### src/rtl/obi_wb_pkg.sv
// Shared types and helpers for the OBI to Wishbone pipelined bridge.
package obi_wb_pkg;

    // Wishbone-side transfer sequencer states.
    typedef enum logic [1:0] {
        WB_IDLE = 2'd0,
        WB_BUSY = 2'd1,
        WB_RESP = 2'd2
    } wb_state_e;

    // Widest address the window helper can compare.
    localparam int unsigned MAX_ADDR_W = 64;

    // True when addr[addr_w-1:lsb] equals base[addr_w-1:lsb].
    function automatic logic addr_in_window(input logic [MAX_ADDR_W-1:0] addr,
                                            input logic [MAX_ADDR_W-1:0] base,
                                            input int unsigned           addr_w,
                                            input int unsigned           lsb);
        logic hit;
        hit = 1'b1;
        for (int unsigned i = 0; i < MAX_ADDR_W; i++) begin
            if ((i >= lsb) && (i < addr_w) && (addr[i] != base[i])) begin
                hit = 1'b0;
            end
        end
        return hit;
    endfunction

endpackage

### src/rtl/obi_wb_cmd_fifo.sv
// Synchronous command FIFO with fall-through head; pointers carry a wrap bit.
module obi_wb_cmd_fifo
    import obi_wb_pkg::*;
#(
    parameter int unsigned DEPTH = 2,
    parameter int unsigned WIDTH = 8
) (
    input  logic             clk_i,
    input  logic             rst_i,
    input  logic             push_i,
    input  logic [WIDTH-1:0] wdata_i,
    input  logic             pop_i,
    output logic [WIDTH-1:0] rdata_o,
    output logic             full_o,
    output logic             empty_o
);

    localparam int unsigned IW = (DEPTH > 1) ? $clog2(DEPTH) : 1;

    logic [WIDTH-1:0] mem_q [DEPTH];
    logic [IW:0]      wr_q, wr_d;
    logic [IW:0]      rd_q, rd_d;
    logic             push_ok, pop_ok;

    // Advance within DEPTH entries, toggling the wrap bit at the end.
    function automatic logic [IW:0] ptr_inc(input logic [IW:0] p);
        if (p[IW-1:0] == IW'(DEPTH - 1)) begin
            return {~p[IW], {IW{1'b0}}};
        end
        return p + 1'b1;
    endfunction

    assign empty_o = (wr_q == rd_q);
    assign full_o  = (wr_q[IW] != rd_q[IW]) && (wr_q[IW-1:0] == rd_q[IW-1:0]);
    assign push_ok = push_i && !full_o;
    assign pop_ok  = pop_i && !empty_o;
    assign rdata_o = mem_q[rd_q[IW-1:0]];

    // Next pointer values.
    always_comb begin
        wr_d = wr_q;
        rd_d = rd_q;
        if (push_ok) wr_d = ptr_inc(wr_q);
        if (pop_ok)  rd_d = ptr_inc(rd_q);
    end

    // Pointer registers.
    always_ff @(posedge clk_i) begin
        if (rst_i) begin
            wr_q <= '0;
            rd_q <= '0;
        end else begin
            wr_q <= wr_d;
            rd_q <= rd_d;
        end
    end

    // Storage write; contents need no reset since pointers gate visibility.
    always_ff @(posedge clk_i) begin
        if (push_ok) mem_q[wr_q[IW-1:0]] <= wdata_i;
    end

endmodule

### src/rtl/obi_wb_pipe_bridge.sv
// Single-clock OBI slave to Wishbone classic master with queued requests,
// address-window decode, error propagation and a bus timeout.
module obi_wb_pipe_bridge
    import obi_wb_pkg::*;
#(
    parameter int unsigned       ADDR_W          = 32,
    parameter int unsigned       DATA_W          = 32,
    parameter int unsigned       WB_ADDR_W       = 20,
    parameter logic [ADDR_W-1:0] BASE_ADDR       = '0,
    parameter int unsigned       FIFO_DEPTH      = 2,
    parameter int unsigned       MAX_OUTSTANDING = 2,
    parameter int unsigned       TIMEOUT_CYCLES  = 255
) (
    input  logic                clk_i,
    input  logic                rst_i,
    input  logic                en,
    input  logic                obi_req_i,
    output logic                obi_gnt_o,
    input  logic [ADDR_W-1:0]   obi_addr_i,
    input  logic                obi_wr_en_i,
    input  logic [DATA_W/8-1:0] obi_byte_en_i,
    input  logic [DATA_W-1:0]   obi_wdata_i,
    output logic                obi_rvalid_o,
    output logic [DATA_W-1:0]   obi_rdata_o,
    output logic                obi_err_o,
    output logic [ADDR_W-1:0]   wb_addr_o,
    input  logic [DATA_W-1:0]   wb_rdata_i,
    output logic [DATA_W-1:0]   wb_wdata_o,
    output logic                wb_wr_en_o,
    output logic [DATA_W/8-1:0] wb_byte_en_o,
    output logic                wb_stb_o,
    output logic                wb_cyc_o,
    input  logic                wb_ack_i,
    input  logic                wb_err_i
);

    localparam int unsigned BE_W = DATA_W / 8;
    localparam int unsigned OW   = $clog2(MAX_OUTSTANDING + 1);
    localparam int unsigned TW   = (TIMEOUT_CYCLES > 0) ? $clog2(TIMEOUT_CYCLES + 1) : 1;
    localparam logic [OW-1:0] MAX_OUT = OW'(MAX_OUTSTANDING);
    localparam logic [TW-1:0] TO_LAST = (TIMEOUT_CYCLES > 0) ? TW'(TIMEOUT_CYCLES - 1) : '0;

    // Command entry; kept local because a package cannot be parametrised.
    // The address is truncated to the forwarded bits before queuing.
    typedef struct packed {
        logic [ADDR_W-1:0] addr;
        logic [DATA_W-1:0] wdata;
        logic [BE_W-1:0]   be;
        logic              we;
        logic              dec_err;
    } cmd_t;

    localparam int unsigned CMD_W = $bits(cmd_t);

    cmd_t             push_cmd, head_cmd;
    logic [CMD_W-1:0] head_bits;
    logic             fifo_full, fifo_empty, fifo_pop;

    wb_state_e         state_q, state_d;
    logic [OW-1:0]     outstanding_q, outstanding_d;
    logic [TW-1:0]     timer_q, timer_d;
    logic [ADDR_W-1:0] addr_q, addr_d;
    logic [DATA_W-1:0] wdata_q, wdata_d;
    logic [BE_W-1:0]   be_q, be_d;
    logic              we_q, we_d;
    logic              cyc_q, cyc_d;
    logic              rvalid_q, rvalid_d;
    logic              err_q, err_d;
    logic [DATA_W-1:0] rdata_q, rdata_d;

    assign obi_gnt_o = obi_req_i && en && !fifo_full && (outstanding_q < MAX_OUT);

    assign push_cmd.addr    = ADDR_W'(obi_addr_i[WB_ADDR_W-1:0]);
    assign push_cmd.wdata   = obi_wdata_i;
    assign push_cmd.be      = obi_byte_en_i;
    assign push_cmd.we      = obi_wr_en_i;
    assign push_cmd.dec_err = !addr_in_window(64'(obi_addr_i), 64'(BASE_ADDR), ADDR_W, WB_ADDR_W);
    assign head_cmd         = cmd_t'(head_bits);

    obi_wb_cmd_fifo #(
        .DEPTH (FIFO_DEPTH),
        .WIDTH (CMD_W)
    ) u_cmd_fifo (
        .clk_i   (clk_i),
        .rst_i   (rst_i),
        .push_i  (obi_gnt_o),
        .wdata_i (push_cmd),
        .pop_i   (fifo_pop),
        .rdata_o (head_bits),
        .full_o  (fifo_full),
        .empty_o (fifo_empty)
    );

    // Granted-but-unanswered request count.
    always_comb begin
        outstanding_d = outstanding_q;
        case ({obi_gnt_o, rvalid_q})
            2'b10:   outstanding_d = outstanding_q + 1'b1;
            2'b01:   outstanding_d = outstanding_q - 1'b1;
            default: outstanding_d = outstanding_q;
        endcase
    end

    // Wishbone sequencer: next state and registered bus/response values.
    always_comb begin
        state_d  = state_q;
        fifo_pop = 1'b0;
        timer_d  = timer_q;
        addr_d   = addr_q;
        wdata_d  = wdata_q;
        be_d     = be_q;
        we_d     = we_q;
        cyc_d    = cyc_q;
        rvalid_d = 1'b0;
        err_d    = err_q;
        rdata_d  = rdata_q;
        case (state_q)
            WB_IDLE: begin
                if (!fifo_empty) begin
                    fifo_pop = 1'b1;
                    if (head_cmd.dec_err) begin
                        state_d  = WB_RESP;
                        rvalid_d = 1'b1;
                        err_d    = 1'b1;
                        rdata_d  = '0;
                    end else begin
                        state_d = WB_BUSY;
                        cyc_d   = 1'b1;
                        addr_d  = head_cmd.addr;
                        wdata_d = head_cmd.wdata;
                        be_d    = head_cmd.be;
                        we_d    = head_cmd.we;
                        timer_d = '0;
                    end
                end
            end
            WB_BUSY: begin
                if (timer_q != '1) timer_d = timer_q + 1'b1;
                if (wb_err_i) begin
                    state_d  = WB_RESP;
                    cyc_d    = 1'b0;
                    rvalid_d = 1'b1;
                    err_d    = 1'b1;
                    rdata_d  = '0;
                end else if (wb_ack_i) begin
                    state_d  = WB_RESP;
                    cyc_d    = 1'b0;
                    rvalid_d = 1'b1;
                    err_d    = 1'b0;
                    rdata_d  = we_q ? '0 : wb_rdata_i;
                end else if ((TIMEOUT_CYCLES != 0) && (timer_q == TO_LAST)) begin
                    state_d  = WB_RESP;
                    cyc_d    = 1'b0;
                    rvalid_d = 1'b1;
                    err_d    = 1'b1;
                    rdata_d  = '0;
                end
            end
            WB_RESP: begin
                state_d = WB_IDLE;
            end
            default: begin
                state_d = WB_IDLE;
                cyc_d   = 1'b0;
            end
        endcase
    end

    // State and output registers.
    always_ff @(posedge clk_i) begin
        if (rst_i) begin
            state_q       <= WB_IDLE;
            outstanding_q <= '0;
            timer_q       <= '0;
            addr_q        <= '0;
            wdata_q       <= '0;
            be_q          <= '0;
            we_q          <= 1'b0;
            cyc_q         <= 1'b0;
            rvalid_q      <= 1'b0;
            err_q         <= 1'b0;
            rdata_q       <= '0;
        end else begin
            state_q       <= state_d;
            outstanding_q <= outstanding_d;
            timer_q       <= timer_d;
            addr_q        <= addr_d;
            wdata_q       <= wdata_d;
            be_q          <= be_d;
            we_q          <= we_d;
            cyc_q         <= cyc_d;
            rvalid_q      <= rvalid_d;
            err_q         <= err_d;
            rdata_q       <= rdata_d;
        end
    end

    assign wb_addr_o    = addr_q;
    assign wb_wdata_o   = wdata_q;
    assign wb_byte_en_o = be_q;
    assign wb_wr_en_o   = we_q;
    assign wb_cyc_o     = cyc_q;
    assign wb_stb_o     = cyc_q;
    assign obi_rvalid_o = rvalid_q;
    assign obi_err_o    = err_q;
    assign obi_rdata_o  = rdata_q;

endmodule
### config.mk
export PLATFORM = sky130hd
export DESIGN_NAME = obi_wb_pipe_bridge
export DESIGN_NICKNAME = d
export VERILOG_FILES = /design/src/rtl/obi_wb_pkg.sv /design/src/rtl/obi_wb_cmd_fifo.sv /design/src/rtl/obi_wb_pipe_bridge.sv
export SDC_FILE = /design/constraint.sdc
export NUM_CORES = 1
export LEC_CHECK = 0
export CAP_MARGIN = 25
export CORE_ASPECT_RATIO = 1.4
export CORE_MARGIN = 8
export CORE_UTILIZATION = 51
export CTS_BUF_LIST = sky130_fd_sc_hd__clkbuf_8 sky130_fd_sc_hd__clkbuf_16
export DETAILED_ROUTE_END_ITERATION = 6
export PLACE_DENSITY = 0.87
export SLEW_MARGIN = 20
export SYNTH_ARGS = -nofsm -noshare
export SYNTH_HDL_FRONTEND = slang
export SYNTH_HIERARCHICAL = 1
export SYNTH_SLANG_ARGS = --single-unit
### constraint.sdc
create_clock -name clk_i -period 7.4 [get_ports clk_i]
set_input_delay 0.74 -clock clk_i [delete_from_list [all_inputs] [get_ports clk_i]]
set_output_delay 0.74 -clock clk_i [all_outputs]
set_load 0.01 [all_outputs]
==> run_results.csv, run 1 <==
group,metric,value,unit
timing,worstMarginPinSlew,997,ps
timing,fin_crit_sh,42.9,%
routing,dr.first_iter.drc_count,363,
routing,drt_first_pass_iters,4,
synth,synth.distinct_cells,48,
routing,vias,6507,
final_layout,drive_above_1_share,12.6,%
global_route,antenna_found_initial,1,
timing,rsz0062_at_grt,"false",
timing,setup_ws,4230,ps
clock_network,cts_tree,"built",
worst_hold_path,hold_end,"wb_addr_o[19]",
worst_setup_path,critical_path_class,"reg2out",
clock_network,path_clk_slew,60,ps
worst_hold_path,hold_class,"reg2reg",
timing,hold_viol_final,0,
worst_setup_path,critPathLaunchType,"flop",
worst_setup_path,crit_path_start,"u_cmd_fifo/rd_q[0]",
global_route,grt_max_degree,81,
clock_network,clock_sinks,261,
routing,ant_nets,0,
synth,syn_inst,776,
power_and_ir_drop,power_leakage,4.30,nW
worst_setup_path,crit_arrival,2430,ps
floorplanning,dieArea,23600,sq um
worst_setup_path,cp.required,6660,ps
floorplanning,pin_count,213,
routing,wl,21700,microns
routing,drc,0,
worst_hold_path,hold_start,"wb_addr_o[19]",
final_layout,final_cells,1262,
worst_setup_path,regToRegSetupSlack,4440,ps
final_layout,nets,1110,
power_and_ir_drop,peakVddDrop,0.000211,V
global_route,track_usage,17.9,%
synth,synthesis.area,9630,sq um
clock_network,cts_buffers,24,
synth,synth_edf_count,140,
floorplanning,num_rows,59,
synth,synth_flop_cell,"edfxtp_1",
timing,fin_skew,7.45,ps
power_and_ir_drop,p_per_area,282,nW/um^2
routing,wl_per_cell,17.2,microns
place,gp_congestion,0.742,
global_route,grt_remaining_overflow,0,
timing,layout_min_cycle_time,3170,ps
clock_network,post_cts_resized,0,
routing,vias_per_cell,5.16,
run_status,run_status,"finished, final reports clean",
place,dp_hpwl,14100,microns
clock_network,cts-root-buf,"clkbuf_16",
synth,syn_avg_cell_area,12.4,sq um
global_route,grt_pass1_vias,6727,
clock_network,hold_buffers,0,
global_route,grt_pass1_wl,34100,microns
final_layout,area_growth,32.5,%
timing,drv_slew,0,
floorplanning,chipHeight,179,microns
worst_hold_path,min_path_cells,2,
floorplanning,start_util,52.0,%
clock_network,clockBufferDepth,3,
place,port-buffer-count,212,
place,dp_cells,1216,
timing,fmax,315,MHz
worst_setup_path,end_kind,"output pin",
clock_network,post-cts-setup-buffer-count,0,
synth,ys.warnings.count,6,
floorplanning,core_area,18500,sq um
worst_setup_path,crit_path_max_fanout,9,
power_and_ir_drop,p_total,0.00360,W
synth,yosys_register_bits,261,
place,preCtsSetupSlack,4050,ps
flow_run,cap_violations,0,
synth,ys_seq_area_share,68.8,%
synth,async_flop_share,0,%
worst_setup_path,r2r_cells,5,
timing,slew_headroom,33.5,%
worst_setup_path,r2r-end,"timer_q[5]",
clock_network,h-tree-depth,1,
floorplanning,die_w,132,microns
clock_network,insertion_delay,500,ps
timing,setup_viol,0,
timing,tns,0,ps
==> sequential cells by signal (all words and copies together), names as in the netlist, named ones only <==
name	flops
obi_err_o	1
obi_rdata_o	32
obi_rvalid_o	1
outstanding_q	2
state_q	2
timer_q	8
u_cmd_fifo/mem_q	140
u_cmd_fifo/rd_q	2
u_cmd_fifo/wr_q	2
wb_addr_o	32
wb_byte_en_o	4
wb_cyc_o	1
wb_wdata_o	32
wb_wr_en_o	1
==> worst max-delay path, cell delays in order, from the launching register on <==
cell	delay [ps]
dfxtp_1	570
xor2_1	220
nor2_1	80
nand4bb_1	230
inv_1	210
clkdlybuf4s50_1	620
==> area by class of cell <==
type                    count  area (sq um)
clock inverters            17           130
repair buffers            219          2200
inverters                   6          22.5
flip-flops and latches    261          6630
clock buffers              26           639
fillers                  1311          5770
diodes                      1          2.50
well taps                 244           305
multi-input cells         488          2830
==> metrics by stage <==
step / hold WS [ps] / instance area [sq um] / util, %
after floorplan: 454 / 9720 / -
after global placement: 437 / 11900 / 64.4
after detailed placement: 444 / 11900 / 64.5
after CTS: 454 / 12700 / 68.6
after global routing: 468 / 12800 / 68.9
final: 452 / 12800 / 68.9
==> cell usage after synthesis (3+ instances only) <==
cell type,n,area share (%)
nand2_1,210,8.2
edfxtp_1,140,44
dfxtp_1,121,25
a21oi_1,77,4.0
mux2_2,70,8.2
o21ai_0,31,1.6
buf_2,15,0.78
clkbuf_1,14,0.55
nor2_1,10,0.39
buf_6,8,0.94
buf_4,7,0.55
o21ai_1,7,0.36
inv_1,4,0.16
nand3_1,4,0.21
nor4_1,4,0.26
or3_1,4,0.26
xor2_1,4,0.36
a211oi_1,3,0.23
a21oi_2,3,0.27
ha_1,3,0.39
nand4_1,3,0.19
o211a_1,3,0.31
==> metal layers <==
metal / GRT usage [%] / vias up / part of all wire, %
met1: 19.0 / 3140 / 38
met4: 6.72 / 2 / 2.6
met2: 33.0 / 186 / 53
li1: - / 3145 / -
met3: 5.02 / 34 / 6.3
met5: 0 / - / 0.042
==> power breakdown <==
part / internal, W / switching, W / leakage, nW / total, W
Combinational: 0.000314 / 0.000312 / 1.63 / 0.000626
Sequential: 0.00168 / 0.000103 / 2.26 / 0.00178
Clock: 0.000691 / 0.000500 / 0.409 / 0.00119
Total: 0.00268 / 0.000914 / 4.30 / 0.00360
==> worst max path at each step <==
| stage | endpoint | slack (ps) | depth (start not counted) |
|---|---|---|---|
| finish | obi_gnt_o | 4230 | 5 |
| global route | obi_gnt_o | 4070 | 5 |
| CTS | obi_gnt_o | 4220 | 5 |
| detailed placement | timer_q[5] | 4050 | 5 |
| global placement | timer_q[5] | 4100 | 5 |
| floorplan | u_cmd_fifo/mem_q[1][0] | 2200 | 7 |
==> cells in the final DEF (no fill, tap or decap), types with 2 or more instances in the layout <==
master,Yosys,routed
inv_1,4,13
xor2_1,4,4
o21ai_0,31,31
nor4_1,4,4
dfxtp_1,121,120
buf_4,7,5
o21bai_1,2,2
ha_1,3,3
edfxtp_1,140,140
mux2i_1,2,2
clkinv_2,0,2
a211oi_1,3,3
o211a_1,3,2
bufinv_16,0,2
a21oi_4,0,2
clkdlybuf4s50_1,0,211
nand4_1,3,3
nand4bb_1,2,2
a21oi_1,77,76
clkinv_1,1,3
xnor2_1,2,2
conb_1,1,24
a21oi_2,3,2
or3_1,4,4
clkbuf_16,0,25
a311oi_1,2,2
nor2_1,10,10
mux2_2,70,70
nand2_1,210,210
o21ai_1,7,7
nand3_1,4,4
==> cells by family (layout without fill, tap and decap cells) <==
logic type	count (synthesis)	after routing	share of synthesized area, %
xor gates and xnor gates	7	7	0.714
muxes	72	72	8.39
DFF	261	261	68.8
adders and majority gates	3	3	0.390
other	1	25	0.0389
AOI/OAI and AO/OA	135	135	7.99
and+or+nand+nor	247	247	10.7
buffers and inverters	50	268	3.04
Note: power is estimated with default switching activity, not from simulation.
==> run 2, diff against run 1 <==
clock period = 3.3 ns   (was 7.4 ns; I/O delays follow)
==> run_results.csv, run 2 (same netlist as run 1, synthesis figures left out) <==
group,metric,value,unit
clock_network,cts_buffers,24,
final_layout,drive_above_1_share,13.4,%
place,gp_congestion,0.760,
worst_hold_path,hold_class,"in2reg",
clock_network,cts_tree,"built",
clock_network,post_cts_resized,0,
global_route,antenna_found_initial,1,
final_layout,layout_commonest_cell,"clkdlybuf4s50_1",
clock_network,insertion_delay,500,ps
power_and_ir_drop,sw_frac_of_total,25.5,%
final_layout,fin_util,69.3,%
worst_setup_path,r2r-end,"timer_q[5]",
worst_hold_path,hold_end,"obi_rdata_o[3]",
floorplanning,chipHeight,179,microns
place,preCtsSetupSlack,645,ps
timing,fmax,364,MHz
worst_setup_path,crit_path_max_fanout,9,
floorplanning,pin_count,213,
timing,fin_skew,8.64,ps
global_route,grt_pass1_wl,35000,microns
final_layout,nets,1113,
power_and_ir_drop,clkPwrFrac,33.5,%
place,dp_hpwl,14300,microns
power_and_ir_drop,intPower,0.00606,W
final_layout,largest_register_ffs,140,
clock_network,clockBufferDepth,3,
floorplanning,start_util,52.0,%
timing,hold_ws,376,ps
clock_network,cts-root-buf,"clkbuf_16",
final_layout,n_fill_cell,1316,
power_and_ir_drop,combPwrFrac,18.5,%
global_route,grt_max_degree,80,
place,port-buffer-count,212,
timing,layout_min_cycle_time,2750,ps
power_and_ir_drop,p_per_area,634,nW/um^2
worst_setup_path,r2r_cells,8,
clock_network,post-cts-setup-buffer-count,0,
routing,vias,6596,
routing,dr.first_iter.drc_count,325,
worst_setup_path,critical_path_class,"reg2out",
power_and_ir_drop,power_frac_seq,48.0,%
worst_setup_path,crit_arrival,2420,ps
worst_hold_path,min_path_cells,3,
floorplanning,core_area,18500,sq um
timing,worstMarginPinSlew,981,ps
routing,drt_first_pass_iters,4,
routing,ant_nets,0,
clock_network,clock_sinks,261,
timing,fin_crit_sh,83.2,%
routing,vias_per_cell,5.20,
floorplanning,num_rows,59,
timing,setup_ws,554,ps
global_route,track_usage,18.3,%
run_status,run_status,"finished, final reports clean",
power_and_ir_drop,p_total,0.00813,W
global_route,grt_remaining_overflow,0,
floorplanning,die_w,132,microns
timing,setup_viol,0,
timing,tns,0,ps
worst_setup_path,regToRegSetupSlack,660,ps
power_and_ir_drop,power_leakage,4.32,nW
timing,drv_slew,0,
floorplanning,dieArea,23600,sq um
final_layout,layout_common_cells,"211 x clkdlybuf4s50_1, 210 x nand2_1, 140 x edfxtp_1, 120 x dfxtp_1, 76 x a21oi_1",
routing,wl,22400,microns
clock_network,hold_buffers,0,
worst_setup_path,critPathLaunchType,"flop",
worst_setup_path,worstReg2RegStart,"u_cmd_fifo/rd_q[1]",
clock_network,path_clk_slew,60,ps
routing,wl_per_cell,17.6,microns
timing,rsz0062_at_grt,"false",
timing,slew_headroom,34.6,%
worst_setup_path,cp.required,2970,ps
worst_setup_path,end_kind,"output pin",
routing,drc,0,
flow_run,cap_violations,0,
power_and_ir_drop,switchingPower,0.00207,W
power_and_ir_drop,peakVddDrop,0.000412,V
worst_hold_path,hold_start,"wb_rdata_i[3]",
timing,hold_viol_final,0,
clock_network,h-tree-depth,1,
final_layout,area_growth,33.2,%
global_route,grt_pass1_vias,6986,
[run 2: worst max-delay path, cell delays in order, from the launching register on]
cell,delay [ps]
dfxtp_1,570
xor2_1,220
nor2_1,70
nand4bb_1,220
inv_1,220
clkdlybuf4s50_1,620
[run 2: per-stage QoR]
step	instances	instance area, sq um
finish	1268	12800
global route	1265	12800
CTS	1265	12800
detailed placement	1221	12000
global placement	1220	12000
floorplan	799	9730
[run 2: layout make-up]
class | instances | area, sq um | area share (%)
Sequential cell | 261 | 6630 | 51.7
Multi-Input combinational cell | 488 | 2830 | 22.0
Timing Repair Buffer | 222 | 2250 | 17.5
Clock buffer | 27 | 653 | 5.09
Tap cell | 244 | 305 | 2.38
Clock inverter | 17 | 139 | 1.08
Inverter | 6 | 22.5 | 0.175
Antenna cell | 3 | 7.51 | 0.0585
[run 2: power by group through the flow]
stage,clock [W],combinational [W],sequential (W)
after detailed placement,0,0.00152,0.00398
after global placement,0,0.00148,0.00396
after global routing,0.00290,0.00164,0.00394
after floorplan,0,0.000902,0.00399
after CTS,0.00278,0.00153,0.00391
final,0.00272,0.00151,0.00390
[run 2: worst max-delay path by stage]
stage	to	slack [ps]	startpoint	cells past startpoint
after floorplan	u_cmd_fifo/mem_q[0][0]	220	u_cmd_fifo/wr_q[0]	6
after global placement	timer_q[5]	720	u_cmd_fifo/wr_q[1]	8
after detailed placement	timer_q[5]	640	u_cmd_fifo/rd_q[1]	8
after CTS	obi_gnt_o	530	u_cmd_fifo/rd_q[0]	5
after global routing	obi_gnt_o	380	u_cmd_fifo/rd_q[0]	5
final	obi_gnt_o	550	u_cmd_fifo/rd_q[0]	5
[run 2: metal layers]
layer | up-vias | track usage (%) | wire (microns)
met5 | - | 0 | 9
met4 | 2 | 9.03 | 856
met3 | 49 | 4.45 | 1450
met2 | 218 | 34.0 | 11800
met1 | 3170 | 19.0 | 8250
li1 | 3157 | - | -
